File: src/rtl/uart_echo_responder.sv
// Echoes frames from uart_rx back to uart_tx through a FIFO, dropping parity failures
// and counting drop and overflow events with saturating counters.
module uart_echo_responder #(
  parameter int unsigned DATA_WIDTH   = 8,
  parameter string       PARITY_CHECK = "NONE",
  parameter int unsigned FIFO_DEPTH   = 16,
  parameter int unsigned CNT_WIDTH    = 16
) (
  input  logic                          clk,
  input  logic                          rst,
  input  logic                          rx_vld,
  input  logic [DATA_WIDTH-1:0]         rx_data,
  input  logic                          rx_pc_pass,
  output logic                          rx_rdy,
  input  logic                          tx_rdy,
  output logic                          tx_vld,
  output logic [DATA_WIDTH-1:0]         tx_data,
  output logic [$clog2(FIFO_DEPTH):0]   fifo_level,
  output logic [CNT_WIDTH-1:0]          drop_cnt,
  output logic [CNT_WIDTH-1:0]          ovf_cnt
);

  localparam int unsigned AW = $clog2(FIFO_DEPTH);
  localparam int unsigned PW = AW + 1;
  localparam bit ChkEn = (PARITY_CHECK != "NONE");
  localparam logic [PW-1:0] PtrOne = PW'(1);
  localparam logic [CNT_WIDTH-1:0] CntOne = CNT_WIDTH'(1);

  typedef enum logic [1:0] {StIdle, StSend, StGap} state_e;

  logic [DATA_WIDTH-1:0] mem [FIFO_DEPTH];
  logic [PW-1:0]         wr_ptr_q, rd_ptr_q;
  logic                  full, empty;
  logic                  push, pop, drop, ovf;
  state_e                state_q, state_d;
  logic                  tx_vld_q, tx_vld_d;
  logic [DATA_WIDTH-1:0] tx_data_q, tx_data_d;
  logic [CNT_WIDTH-1:0]  drop_cnt_q, ovf_cnt_q;

  assign full  = (wr_ptr_q[AW] != rd_ptr_q[AW]) && (wr_ptr_q[AW-1:0] == rd_ptr_q[AW-1:0]);
  assign empty = (wr_ptr_q == rd_ptr_q);

  // Ready reflects occupancy only; a same-cycle pop does not free a slot early.
  assign rx_rdy = !full;

  assign push = rx_vld && rx_rdy && (!ChkEn || rx_pc_pass);
  assign drop = rx_vld && rx_rdy && ChkEn && !rx_pc_pass;
  assign ovf  = rx_vld && !rx_rdy;

  always_comb begin
    state_d   = state_q;
    tx_vld_d  = 1'b0;
    tx_data_d = tx_data_q;
    pop       = 1'b0;
    unique case (state_q)
      StIdle: begin
        if (!empty && tx_rdy) begin
          state_d   = StSend;
          tx_vld_d  = 1'b1;
          tx_data_d = mem[rd_ptr_q[AW-1:0]];
          pop       = 1'b1;
        end
      end
      StSend:  state_d = StGap;
      StGap:   state_d = StIdle;
      default: state_d = StIdle;
    endcase
  end

  always_ff @(posedge clk) begin
    if (push) begin
      mem[wr_ptr_q[AW-1:0]] <= rx_data;
    end
  end

  always_ff @(posedge clk) begin
    if (rst) begin
      wr_ptr_q   <= '0;
      rd_ptr_q   <= '0;
      state_q    <= StIdle;
      tx_vld_q   <= 1'b0;
      tx_data_q  <= '0;
      drop_cnt_q <= '0;
      ovf_cnt_q  <= '0;
    end else begin
      state_q   <= state_d;
      tx_vld_q  <= tx_vld_d;
      tx_data_q <= tx_data_d;
      if (push) begin
        wr_ptr_q <= wr_ptr_q + PtrOne;
      end
      if (pop) begin
        rd_ptr_q <= rd_ptr_q + PtrOne;
      end
      if (drop && (drop_cnt_q != '1)) begin
        drop_cnt_q <= drop_cnt_q + CntOne;
      end
      if (ovf && (ovf_cnt_q != '1)) begin
        ovf_cnt_q <= ovf_cnt_q + CntOne;
      end
    end
  end

  assign tx_vld     = tx_vld_q;
  assign tx_data    = tx_data_q;
  assign fifo_level = wr_ptr_q - rd_ptr_q;
  assign drop_cnt   = drop_cnt_q;
  assign ovf_cnt    = ovf_cnt_q;

endmodule

File: config.mk
export PLATFORM = sky130hd
export DESIGN_NAME = uart_echo_responder
export DESIGN_NICKNAME = d
export VERILOG_FILES = /design/src/rtl/uart_echo_responder.sv
export SDC_FILE = /design/constraint.sdc
export NUM_CORES = 1
export LEC_CHECK = 0
export ABC_AREA = 1
export BUFFER_PORTS_ARGS = -buffer_cell sky130_fd_sc_hd__buf_2
export CAP_MARGIN = 20
export CORE_MARGIN = 1.5
export CORE_UTILIZATION = 50
export CTS_BUF_LIST = sky130_fd_sc_hd__clkbuf_8
export DETAILED_ROUTE_END_ITERATION = 12
export PLACE_DENSITY_LB_ADDON = 0.1
export SETUP_SLACK_MARGIN = 0.2
export SLEW_MARGIN = 20
export SYNTH_ARGS = -nofsm -noshare
export SYNTH_HDL_FRONTEND = slang
export SYNTH_SLANG_ARGS = --single-unit
File: constraint.sdc
create_clock -name clk -period 3.48 [get_ports clk]
set_input_delay 1.044 -clock clk [delete_from_list [all_inputs] [get_ports clk]]
set_output_delay 1.044 -clock clk [all_outputs]
set_load 0.02 [all_outputs]
==> flow_summary_export.csv <==
group,metric,value,unit
run_status,run_status,"complete, no violations",
floorplanning,fp-row-count,44,
global_routing,grt-ovfl-total,0,
cts,cts_inserted_buffers,17,
floorplanning,pin_count,60,
synthesis,syn_area_per_cell,9.56,um^2
power_and_ir_drop,power_frac_comb,17.1,%
global_routing,number_of_global_route_vias_before_repair,5021,
drt,post_drt_wl_per_cell,16.4,um
power_and_ir_drop,power.sequential.fraction,51.7,%
finish,antenna_cells,0,
timing,timing_worst_slew_pin_value,0.722,ns
power_and_ir_drop,irDropWorstVdd,327,uV
setup_path,rrSetupSlack,0.92,ns
power_and_ir_drop,cell_internal_pwr,2.95,mW
timing,hold_violations,0,
power_and_ir_drop,total_switching_power,1.29,mW
synthesis,post_synthesis_cell_type_count,31,
power_and_ir_drop,switching_part_of_the_total_power,30.4,%
floorplanning,design.die.area,15600,um^2
drt,drcViolationCount,0,
global_routing,grt_pass1_wl,26500,um
setup_path,r2r_cells,8,
global_routing,global_route.usage.total,22.4,%
drt,drt_wl_total,16800,um
floorplanning,area_inside_the_core_boundary,14500,um^2
cts,cts_root_buf,"sky130_fd_sc_hd__clkbuf_8",
timing,timing.fmax,0.324,GHz
finish,syn2layout_area_growth,10.4,%
min_path,hold_end,"state_q[1]$_SDFFE_PP0P_",
setup_path,timing.critical_path.from_type,"register",
timing,final_cycle_utilization_of_the_critical_path,88.6,%
timing,finalSetupViolations,0,
place,hpwlAfterDp,10600,um
drt,vias_per_cell,5.24,
place,finalWeightedCongestion,0.804,
setup_path,worst_flop_to_flop_path_endpoint,"mem[10][6]$_DFFE_PP_",
finish,final_cell_count_no_fill,1024,
timing,fin_setup_tns,0,ns
global_routing,grt_antenna_before_repair,0,
floorplanning,initial_cell_density_of_the_core,51.1,%
setup_path,crit_path_end_kind,"primary output",
place,dpl.cell_count,990,
setup_path,worst-path-max-fanout,12,
cts,clkLatencyLatePin,0.46,ns
timing,final.setup_skew,0.00842,ns
power_and_ir_drop,pwr_density_cell,518,nW/um^2
floorplanning,fp.dieH,125,um
timing,timing_max_transition_violations_final,0,
place,post_dp_cell_area,7790,um^2
cts,cts_max_path_buffers,2,
synthesis,synth_cells,776,
synthesis,synth-warning-count,0,
min_path,whs_path_depth,1,
synthesis,ys_ff_latch,165,
setup_path,worstSetupPathType,"reg2out",
synthesis,post_synth_instance_area,7420,um^2
min_path,timing.hold.worst.class,"reg2reg",
finish,finalInstanceArea,8190,um^2
setup_path,arrival_worst_endpoint,2.04,ns
cts,clk_pin_slew,0.09,ns
drt,vias_after_detailed_routing,5369,
cts,tritoncts,"yes",
floorplanning,die-width,125,um
global_routing,maximum_number_of_pins_on_one_net_before_global_route_repair,67,
min_path,worst_hold_startpoint,"state_q[1]$_SDFFE_PP0P_",
timing,layout_min_cycle_time,3.08,ns
drt,antenna_left,0,
place,port_buffers,42,
drt,drt_first_iter_violations,510,
synthesis,synth_seq_area_share,61.8,%
drt,detail_route.first_pass.iterations,5,
job,cap_violations,0,
setup_path,timing.critical_path.required,2.44,ns
finish,fin_nets,851,
power_and_ir_drop,total_leakage_power,3.26,nW
cts,htree_num_levels,4,
setup_path,worstReg2RegStart,"rd_ptr_q[2]$_SDFFE_PP0P_",
cts,cts_num_sinks,165,
timing,rsz0062_at_grt,"no",
finish,drive_above_1_share,13.5,%
power_and_ir_drop,p_clk_share,31.2,%
timing,worst_slew_margin_rel,51.9,%
## through the flow
stage / power, mW / hold WS [ns] / util [%] / setup slack, ns
after floorplan: 2.76 / 0.398 / - / 0.816
after global placement: 2.95 / 0.406 / 53.6 / 0.568
after detailed placement: 2.96 / 0.415 / 53.6 / 0.558
after CTS: 4.26 / 0.429 / 56.2 / 0.255
after global routing: 4.43 / 0.451 / 56.4 / 0.241
final: 4.24 / 0.424 / 56.4 / 0.395
## Yosys cell counts (all sizes together)
master / count / area share, %
nor3b: 1 / 0.10
fa: 1 / 0.27
conb: 1 / 0.051
xnor2: 6 / 0.71
nand3: 63 / 4.3
inv: 46 / 2.3
ha: 10 / 1.7
xor2: 9 / 1.1
clkinv: 1 / 0.051
clkbuf: 12 / 0.61
nor2: 88 / 4.8
dfxtp: 37 / 10
a21oi: 24 / 1.7
edfxtp: 128 / 52
o21ai: 43 / 2.9
nor3: 15 / 1.0
nand4: 6 / 0.51
buf: 36 / 3.3
nand2: 249 / 13
## state kept, by name (all words and copies together), names as in the netlist
register	count
mem	128
ovf_cnt	16
rd_ptr_q	5
state_q	2
tx_data	8
tx_vld	1
wr_ptr_q	5
## critical path, cell delays in order (launching register included)
cell                         delay, ns
sky130_fd_sc_hd__dfxtp_4          0.45
sky130_fd_sc_hd__clkinvlp_4       0.17
sky130_fd_sc_hd__ha_1             0.40
sky130_fd_sc_hd__nand2_1          0.09
sky130_fd_sc_hd__nor2_2           0.16
sky130_fd_sc_hd__nand2_1          0.14
sky130_fd_sc_hd__buf_2            0.19
## worst max-delay path by stage
| stage | end | slack (ns) | startpoint |
|---|---|---|---|
| floorplan | fifo_level[4] | 0.82 | rd_ptr_q[1]$_SDFFE_PP0P_ |
| global placement | rx_rdy | 0.57 | rd_ptr_q[2]$_SDFFE_PP0P_ |
| detailed placement | rx_rdy | 0.56 | rd_ptr_q[2]$_SDFFE_PP0P_ |
| CTS | rx_rdy | 0.26 | rd_ptr_q[2]$_SDFFE_PP0P_ |
| global route | fifo_level[4] | 0.24 | wr_ptr_q[0]$_SDFFE_PP0P_ |
| finish | rx_rdy | 0.40 | rd_ptr_q[2]$_SDFFE_PP0P_ |
## layout by cell type, fill, tap and decap left out, drive strengths merged, types with 7 or more instances in the layout
cell type | synthesis | routed
nor2 | 88 | 88
o21ai | 43 | 43
conb | 1 | 16
xor2 | 9 | 9
clkinv | 1 | 7
nand3 | 63 | 63
buf | 36 | 65
edfxtp | 128 | 128
dfxtp | 37 | 37
nand2 | 249 | 249
inv | 46 | 50
clkbuf | 12 | 17
a21oi | 24 | 24
ha | 10 | 10
nor3 | 15 | 15
## power by group through the flow
| stage | Sequential, mW | Combinational (mW) | Clock (mW) |
|---|---|---|---|
| floorplan | 2.26 | 0.497 | 0 |
| global placement | 2.24 | 0.717 | 0 |
| detailed placement | 2.24 | 0.723 | 0 |
| CTS | 2.19 | 0.728 | 1.34 |
| global route | 2.20 | 0.813 | 1.42 |
| finish | 2.19 | 0.723 | 1.32 |
## cell families (layout without fill, tap and decap cells)
| logic type | count (synthesis) | after routing | share of synthesized area, % |
|---|---|---|---|
| fa+ha+maj | 11 | 11 | 1.96 |
| other cells | 1 | 16 | 0.0505 |
| compound gates | 67 | 67 | 4.57 |
| simple gates | 422 | 422 | 23.6 |
| buf+inv | 95 | 144 | 6.29 |
| xor+xnor | 15 | 15 | 1.77 |
| flops | 165 | 165 | 61.8 |
## metal layers
layer | GRT usage, % | vias to the layer above | wire, um
li1 | - | 2643 | -
met1 | 29.1 | 2574 | 7540
met2 | 37.5 | 125 | 8240
met3 | 3.74 | 27 | 632
met4 | 9.16 | 0 | 394
met5 | 0 | - | 0
## cell type report
class                      count  area [um^2]
clock buffer                  17          234
sequential                   165         4590
timing repair buffer          65          383
tap                          184          230
fill                        1288         6340
inverter                      47          180
clock inverter                15          148
multi-input combinational    531         2430
## timing repair
item	in CTS	in global routing
endpoints found under the hold margin	0	0
hold buffers	0	0
buffers inserted	0	2
endpoints found under the setup margin	3	3
gates resized for setup	1	2
gates cloned	0	0
Note: power is estimated with default switching activity, not from simulation.
